## config.mk

```make
export PLATFORM = sky130hd
export DESIGN_NAME = multicycle_ctrl_fsm_flat
export DESIGN_NICKNAME = d
export VERILOG_FILES = /design/src/rtl/multicycle_ctrl_fsm_if.sv /design/src/rtl/multicycle_ctrl_fsm.sv /design/src/flat_wrapper.sv
export SDC_FILE = /design/constraint.sdc
export NUM_CORES = 1
export LEC_CHECK = 0
export CELL_PAD_IN_SITES_DETAIL_PLACEMENT = 1
export CELL_PAD_IN_SITES_GLOBAL_PLACEMENT = 2
export CORE_ASPECT_RATIO = 1.25
export CORE_MARGIN = 5
export CORE_UTILIZATION = 30
export CTS_BUF_LIST = sky130_fd_sc_hd__clkbuf_2 sky130_fd_sc_hd__clkbuf_4 sky130_fd_sc_hd__clkbuf_8
export CTS_CLUSTER_DIAMETER = 150
export DETAILED_ROUTE_END_ITERATION = 10
export GPL_TIMING_DRIVEN = 0
export HOLD_SLACK_MARGIN = 0.06
export PLACE_DENSITY_LB_ADDON = 0.1
export SYNTH_ARGS = -nofsm -noshare
export SYNTH_HDL_FRONTEND = slang
export SYNTH_SLANG_ARGS = --single-unit
```

## constraint.sdc

```tcl
create_clock -name i_clk -period 3.4 [get_ports i_clk]
set_clock_uncertainty 0.1 [all_clocks]
set_input_delay 1.02 -clock i_clk [delete_from_list [all_inputs] [get_ports i_clk]]
set_output_delay 1.02 -clock i_clk [all_outputs]
set_load 0.005 [all_outputs]
```

## src/rtl/multicycle_ctrl_fsm_if.sv

```systemverilog
// Request/acknowledge channel between the multi-cycle sequencer and the shared
// instruction/data memory.
interface multicycle_ctrl_fsm_if;
    logic mem_req;
    logic mem_we;
    logic iord;
    logic mem_ack;

    modport master (output mem_req, output mem_we, output iord, input mem_ack);
    modport slave  (input mem_req, input mem_we, input iord, output mem_ack);
endinterface

```

## src/rtl/multicycle_ctrl_fsm.sv

```systemverilog
// Multi-cycle control sequencer for an RV32I subset (R-type, LOAD, STORE, BRANCH).
// Moore-decoded strobes plus ack/zero Mealy terms, memory timeout and retire counter.
module multicycle_ctrl_fsm #(
    parameter int MEM_TIMEOUT = 255,
    parameter int TO_W        = 8
) (
    input  logic                  i_clk,
    input  logic                  i_reset,
    input  logic [6:0]            i_opcode,
    input  logic                  i_zero,
    multicycle_ctrl_fsm_if.master mem,
    output logic                  o_ir_write,
    output logic                  o_pc_write,
    output logic                  o_pc_src,
    output logic                  o_alu_src,
    output logic [1:0]            o_alu_op,
    output logic                  o_reg_write,
    output logic                  o_mem_to_reg,
    output logic                  o_illegal,
    output logic                  o_timeout,
    output logic [31:0]           o_retired,
    output logic [3:0]            o_state_dbg
);
    localparam logic [6:0] OP_R  = 7'b0110011;
    localparam logic [6:0] OP_LD = 7'b0000011;
    localparam logic [6:0] OP_ST = 7'b0100011;
    localparam logic [6:0] OP_BR = 7'b1100011;

    typedef enum logic [3:0] {
        S_FETCH  = 4'd0,
        S_DECODE = 4'd1,
        S_EXEC_R = 4'd2,
        S_WB_R   = 4'd3,
        S_ADDR   = 4'd4,
        S_MEM_RD = 4'd5,
        S_WB_MEM = 4'd6,
        S_MEM_WR = 4'd7,
        S_BRANCH = 4'd8,
        S_HALT   = 4'd9
    } state_t;

    state_t            r_state;
    state_t            w_next;
    logic [TO_W-1:0]   r_wait;
    logic              w_mem_req;
    logic              w_mem_we;
    logic              w_iord;
    logic              w_retire;
    logic              w_set_ill;
    logic              w_set_to;
    logic              w_to_hit;

    // An ack in the limit cycle still completes normally; only a missing ack halts.
    assign w_to_hit = (MEM_TIMEOUT != 0) && (r_wait == TO_W'(MEM_TIMEOUT)) && !mem.mem_ack;

    always_comb begin
        w_next       = r_state;
        w_mem_req    = 1'b0;
        w_mem_we     = 1'b0;
        w_iord       = 1'b0;
        o_ir_write   = 1'b0;
        o_pc_write   = 1'b0;
        o_pc_src     = 1'b0;
        o_alu_src    = 1'b0;
        o_alu_op     = 2'b00;
        o_reg_write  = 1'b0;
        o_mem_to_reg = 1'b0;
        w_retire     = 1'b0;
        w_set_ill    = 1'b0;
        w_set_to     = 1'b0;
        // Reset gates every strobe so an ack racing the reset writes nothing.
        if (!i_reset) begin
            case (r_state)
                S_FETCH: begin
                    w_mem_req = 1'b1;
                    if (mem.mem_ack) begin
                        o_ir_write = 1'b1;
                        o_pc_write = 1'b1;
                        w_next     = S_DECODE;
                    end else if (w_to_hit) begin
                        w_set_to = 1'b1;
                        w_next   = S_HALT;
                    end
                end
                S_DECODE: begin
                    case (i_opcode)
                        OP_R:         w_next = S_EXEC_R;
                        OP_LD, OP_ST: w_next = S_ADDR;
                        OP_BR:        w_next = S_BRANCH;
                        default: begin
                            w_set_ill = 1'b1;
                            w_next    = S_HALT;
                        end
                    endcase
                end
                S_EXEC_R: begin
                    o_alu_op = 2'b10;
                    w_next   = S_WB_R;
                end
                S_WB_R: begin
                    o_alu_op    = 2'b10;
                    o_reg_write = 1'b1;
                    w_retire    = 1'b1;
                    w_next      = S_FETCH;
                end
                S_ADDR: begin
                    o_alu_src = 1'b1;
                    w_next    = (i_opcode == OP_LD) ? S_MEM_RD : S_MEM_WR;
                end
                S_MEM_RD: begin
                    w_mem_req = 1'b1;
                    w_iord    = 1'b1;
                    o_alu_src = 1'b1;
                    if (mem.mem_ack) begin
                        w_next = S_WB_MEM;
                    end else if (w_to_hit) begin
                        w_set_to = 1'b1;
                        w_next   = S_HALT;
                    end
                end
                S_WB_MEM: begin
                    o_reg_write  = 1'b1;
                    o_mem_to_reg = 1'b1;
                    w_retire     = 1'b1;
                    w_next       = S_FETCH;
                end
                S_MEM_WR: begin
                    w_mem_req = 1'b1;
                    w_mem_we  = 1'b1;
                    w_iord    = 1'b1;
                    o_alu_src = 1'b1;
                    if (mem.mem_ack) begin
                        w_retire = 1'b1;
                        w_next   = S_FETCH;
                    end else if (w_to_hit) begin
                        w_set_to = 1'b1;
                        w_next   = S_HALT;
                    end
                end
                S_BRANCH: begin
                    o_alu_op   = 2'b01;
                    o_pc_src   = 1'b1;
                    o_pc_write = i_zero;
                    w_retire   = 1'b1;
                    w_next     = S_FETCH;
                end
                default: w_next = S_HALT;
            endcase
        end
    end

    always_ff @(posedge i_clk) begin
        if (i_reset) begin
            r_state   <= S_FETCH;
            r_wait    <= '0;
            o_retired <= 32'd0;
            o_illegal <= 1'b0;
            o_timeout <= 1'b0;
        end else begin
            r_state <= w_next;
            if (w_next != r_state)
                r_wait <= '0;
            else if (w_mem_req && !mem.mem_ack)
                r_wait <= r_wait + TO_W'(1);
            if (w_retire)  o_retired <= o_retired + 32'd1;
            if (w_set_ill) o_illegal <= 1'b1;
            if (w_set_to)  o_timeout <= 1'b1;
        end
    end

    assign mem.mem_req  = w_mem_req;
    assign mem.mem_we   = w_mem_we;
    assign mem.iord     = w_iord;
    assign o_state_dbg  = r_state;
endmodule

```

## src/flat_wrapper.sv

```systemverilog
// flat-port wrapper written by rule: the top's interface ports become plain ports
module multicycle_ctrl_fsm_flat 
#(
    parameter int MEM_TIMEOUT = 255,
    parameter int TO_W        = 8
)
  (i_clk, i_reset, i_opcode, i_zero, o_ir_write, o_pc_write, o_pc_src, o_alu_src, o_alu_op, o_reg_write, o_mem_to_reg, o_illegal, o_timeout, o_retired, o_state_dbg, mem_mem_req, mem_mem_we, mem_iord, mem_mem_ack);
  multicycle_ctrl_fsm_if mem_i ();
  input  logic i_clk;
  input  logic i_reset;
  input  logic [6:0] i_opcode;
  input  logic i_zero;
  output logic o_ir_write;
  output logic o_pc_write;
  output logic o_pc_src;
  output logic o_alu_src;
  output logic [1:0] o_alu_op;
  output logic o_reg_write;
  output logic o_mem_to_reg;
  output logic o_illegal;
  output logic o_timeout;
  output logic [31:0] o_retired;
  output logic [3:0] o_state_dbg;
  output wire logic [$bits(mem_i.mem_req)-1:0] mem_mem_req;
  output wire logic [$bits(mem_i.mem_we)-1:0] mem_mem_we;
  output wire logic [$bits(mem_i.iord)-1:0] mem_iord;
  input wire logic [$bits(mem_i.mem_ack)-1:0] mem_mem_ack;
  assign mem_mem_req = mem_i.mem_req;
  assign mem_mem_we = mem_i.mem_we;
  assign mem_iord = mem_i.iord;
  assign mem_i.mem_ack = mem_mem_ack;
  multicycle_ctrl_fsm #(.MEM_TIMEOUT(MEM_TIMEOUT), .TO_W(TO_W)) u_core (.i_clk(i_clk), .i_reset(i_reset), .i_opcode(i_opcode), .i_zero(i_zero), .mem(mem_i), .o_ir_write(o_ir_write), .o_pc_write(o_pc_write), .o_pc_src(o_pc_src), .o_alu_src(o_alu_src), .o_alu_op(o_alu_op), .o_reg_write(o_reg_write), .o_mem_to_reg(o_mem_to_reg), .o_illegal(o_illegal), .o_timeout(o_timeout), .o_retired(o_retired), .o_state_dbg(o_state_dbg));
endmodule
```

[Word-level counts from Yosys, hierarchy flattened]
Cells that the tools add are included.
Storage, ports and cells
  register bits: 46
  latch bits: 0
  bits in writable memories: 0
  bits in read-only memories: 0
  input port bits: 11
  output and inout bits: 49
  memories: 0
Cells by class
  $add $sub $neg: 2
  multiply operators: 0
  divide/modulo/power cells: 0
  $lt $le $gt $ge: 0
  equal/unequal tests: 14
  shift-type cells: 0
  muxes and demuxes: 38
  bitwise operators: 0
  reductions and logical operators: 13
Operators with widths (count)
  $add 32x1->32 const B: 1
  $pmux 4 s7: 1
  $mux 1: 26
  $mux 4: 5
  $eq 4x3->1 const B: 4
  $eq 7x6->1 const B: 2
  $pmux 4 s3: 1
  $reduce_or 2->1: 5
  $reduce_or 3->1: 3
  $add 8x1->8 const B: 1
  $eq 4x2->1 const B: 2
  $eq 8x8->1 const B: 1
  $eq 7x2->1 const B: 1
  $eq 7x7->1 const B: 1
  $eq 4x1->1 const B: 1
  $eq 4x4->1 const B: 1
  $logic_not 4->1: 1
  $mux 2: 2
  $ne 4x4->1: 1
  $pmux 1 s2: 2
  $pmux 2 s2: 1
  $reduce_or 4->1: 1
  $logic_and 1x1->1: 2
  $logic_not 1->1: 1

[Logic depth before layout (Yosys ltp)]
  word-level depth: 8
  gate-level depth with buffers: 7

[Worst setup path before layout]
OpenSTA, ideal clock, no wires.
  path kind: input port to output port
  from: input i_reset
  to: output o_pc_write
  arrival: 1880 ps
  slack: 400 ps
  stages: 3
  buffers on the path: 0
  cells stage by stage: or4_1 nor3b_1 a21o_1
On the way
  longest elaborated chain between the ends: 1
Ends and longest elaborated chain
  start, declared: line flat_wrapper.sv:10  | input logic i_reset;
  $mux 1: line multicycle_ctrl_fsm.sv:72  | if (!i_reset) begin
  end, declared: line flat_wrapper.sv:14  | output logic o_pc_write;
Every way passes these cells.

[Worst setup path in the final report]
  from: input i_reset
  to: output o_alu_op[1]
On the way
  longest elaborated chain between the ends: 1
Ends and longest elaborated chain
  $mux 2: line multicycle_ctrl_fsm.sv:72
  end, declared: line flat_wrapper.sv:17  | output logic [1:0] o_alu_op;
Every way passes these cells.

==> impl_summary.md <==
Placed design
The half-perimeter wire length of the detailed placement result is 6140 um. The number of input and output port buffers inserted is 58. The placed standard-cell area is 3360 um^2. The global placement routability congestion is 0.771. The post-placement worst setup slack is -1.01 ns. In this run, placement finished with an instance count of 492.

Clocking
The H-tree was split into 2 levels. The number of buffers inserted for hold repair after clock tree synthesis is 0. The CTS tree is built. The later pin in the worst-skew pair is clocked with a latency of 0.30 ns. Buffers inserted during clock tree synthesis total 5. The cell at the root of the clock tree is sky130_fd_sc_hd__clkbuf_8. The maximum buffer depth of the clock tree is 2. Clock-pin slew was measured on the worst setup and hold paths at 0.10 ns. The clock sink count is 46.

Finish
In the layout the commonest cells are sky130_fd_sc_hd__clkdlybuf4s50_1 (50), sky130_fd_sc_hd__dfxtp_1 (46), sky130_fd_sc_hd__nor2_1 (32). The count of placed standard cells in the final layout, fillers left out is 501. The ratio of cells with drive above 1 in the final layout is 11.5%. The utilization after layout is 41.4%. The most common library cell in the layout ignoring fill and taps is sky130_fd_sc_hd__clkdlybuf4s50_1.

The growth of design area from synthesis to finish is 35.6%. The number of antenna diodes in the final layout is 0. The net count of the finished layout is 393. After routing the design area is 3560 um^2.

Floorplanning
The floorplan has 38 rows. For this design the top-level I/O count stands at 60. Once the floorplan was initialized, standard cells occupied 30.5% of the core. The die covers 10700 um^2. The chip width is 93.7 um.

The height of the die is 115 um. The core region is 8610 um^2.

Route
The sum of routed wire length over all layers is 8520 um. The DRC violation count after routing is 0. After the first detailed-routing iteration, the DRC count stood at 66.

The pre-antenna-repair detailed-routing pass consisted of 4 iterations. The highest routing layer actually used is met4. Summing over every cut layer, the via total after detailed routing is 2615. The routed via count divided by cell count is 5.22. Detailed routing placed a total of 4370 um of wire on met2. The detailed router put a total of 3790 um of wire on met1. The routed length on met3 is 276 um. After detailed routing, the average wire length per cell comes to 17.0 um. The count of antenna-violating nets left after detailed routing is 0.

Power and ir drop
VDD sags by at most 0.143 mV. Summed over all cells, the static leakage comes to 1.19 nW. The total power consumption of the routed design is 1.15 mW. The power density over the cells is 322 nW/um^2.

Synthesis
The dominant register cell in the synthesized netlist is sky130_fd_sc_hd__dfxtp_1. The number of synthesis warnings is 0. The synthesized netlist occupies a cell area of 2630 um^2. The number of distinct standard cells referenced by the synthesized netlist is 58. Dividing the synthesized area by the synthesized cell count gives 8.37 um^2.

In the synthesized netlist the async set-or-reset flop fraction comes to 0%. Summing the sequential cell areas from Yosys gives 35.0% of the chip area. The number of nets handed over by synthesis was 327. In this run, synthesis produced a sequential element count of 46. After technology mapping, the gate count stands at 314. The number of enable-type register cells in the synthesized netlist is 0.

Critical path
The nature of the critical path endpoint is a primary output. The element type at the critical path start is an input pin. The start of the worst register-to-register path is u_core.o_state_dbg[0]. The top cell family by delay on the critical path is buffers and inverters. The arrival time at the worst endpoint is 2.28 ns. The critical path start-end classification is input pin to primary output.

The worst register-to-register path has a setup slack of 0.66 ns. Traced cell by cell, the critical path runs through clkdlybuf4s15_2 -> or2_4 -> nor3b_1 -> clkdlybuf4s50_1. The total buffers and inverters traversed by the critical path is 2.

Counting cells, the worst reg-to-reg path comes to 6. The logic depth of the worst path, buffers included is 4. The maximum fanout count along the critical path is 6. The cell with the largest stage delay on the worst path is sky130_fd_sc_hd__clkdlybuf4s50_1.

The launching element of the worst setup path is i_reset. The largest single stage delay on the critical path is 0.53 ns. STA puts the critical path data required time at 2.28 ns.

Outcome
The run finished, with violations left. The checks that failed: negative setup slack.

Timing
The slew at the pin closest to its max-slew limit is 1.13 ns. The setup-violating endpoint count in the final report is 1. The setup TNS is -0.00361 ns. The worst pin sits at a relative slew slack of 24.6%.

The share of the clock period used by the worst path is 100%. The worst path in the final design needs a cycle of 3.40 ns, including I/O delays and setup. The count of endpoints failing hold in the final timing report is 0. Hold timing on the final database bottoms out at a slack of 0.381 ns. Setup repair after global routing could not meet its margin everywhere. In the post-route analysis, the smallest setup slack over all paths is -0.00361 ns.

The max-slew violation total from the final report was 0. The maximum operating frequency is 294 MHz.

Min path
The cell depth of the worst min-delay path is 2. In this run the most critical hold path is launched from u_core.o_illegal. The path class of the tightest hold or removal check is register to register.

Global route
The number of antenna violations at the first check in global routing is 0. The pin count of the biggest net entering global routing is 15. The first-pass GRT wire length is 13500 um.

The via count of the first global-routing pass is 2679. After global routing the overflow that remains totals 0. In the global route stage, overall resource usage came out at 15.8%.

Job
The tool flagged a number of max-cap violations equal to 0.
-- flip-flops by register name, summed over array words and instances, names as in the netlist --
name,cells
u_core.r_wait,8
u_core.o_illegal,1
u_core.o_state_dbg,4
u_core.o_retired,32
u_core.o_timeout,1
-- worst register-to-register path, delay by kind of cell (launching register included) --
| kind | cells | cell delay [ns] |
|---|---|---|
| compound gates | 2 | 1.09 |
| buf+inv | 1 | 0.23 |
| simple gates | 3 | 0.81 |
| flops | 1 | 0.35 |
-- cell families after synthesis --
family                   count (synthesis)  synth area share (%)
AND/OR/NAND/NOR                        158                  35.3
AO/OA/AOI/OAI                           50                  12.8
flip-flops                              46                  35.0
XOR/XNOR                                31                  10.3
buffers and inverters                   26                  5.24
adder cells (fa/ha/maj)                  2                 0.952
multiplexers                             1                 0.381
-- path summary, 6_finish.rpt --
kind                 endpoint
max               o_alu_op[1]
min          u_core.o_illegal
max reg2reg  u_core.r_wait[4]
min reg2reg  u_core.o_illegal
-- power by group --
group          internal [mW]  switching, mW
Sequential             0.546        0.00766
Combinational         0.0888          0.113
Clock                  0.187          0.204
Total                  0.822          0.324
-- routing by layer --
layer	track usage [%]	up-vias
met3	2.56	5
met4	4.24	0
li1	-	1297
met1	19.1	1272
met5	0	-
met2	28.5	41
-- synthesized netlist by cell type (10+ instances only) --
cell / n / area [um^2]
sky130_fd_sc_hd__dfxtp_1: 46 / 921
sky130_fd_sc_hd__nor2_1: 32 / 120
sky130_fd_sc_hd__nand2_1: 21 / 78.8
sky130_fd_sc_hd__nor4_1: 20 / 125
sky130_fd_sc_hd__xnor2_1: 18 / 158
sky130_fd_sc_hd__a21oi_1: 15 / 75.1
sky130_fd_sc_hd__nand4_1: 15 / 93.8
sky130_fd_sc_hd__clkbuf_1: 13 / 48.8
sky130_fd_sc_hd__xor2_1: 13 / 114
sky130_fd_sc_hd__o21ai_0: 10 / 50.1
sky130_fd_sc_hd__or3_1: 10 / 62.6
-- cell type report --
cell class              count  area, um^2
inverters                   3        11.3
repair buffers             61         597
flip-flops and latches     46         921
clock buffers               7        96.3
multi-input cells         242        1640
clock inverters             1        8.76
well taps                 120         150
plain buffers              21         143
fillers                  1033        5040
-- repair_timing --
item,4_1_cts,5_1_grt
buffers inserted,3,0
endpoints found under the hold margin,0,0
setup endpoints to repair,11,4
gates resized for setup,26,5
pin swaps,3,3
(Power assumes the default switching activity.)
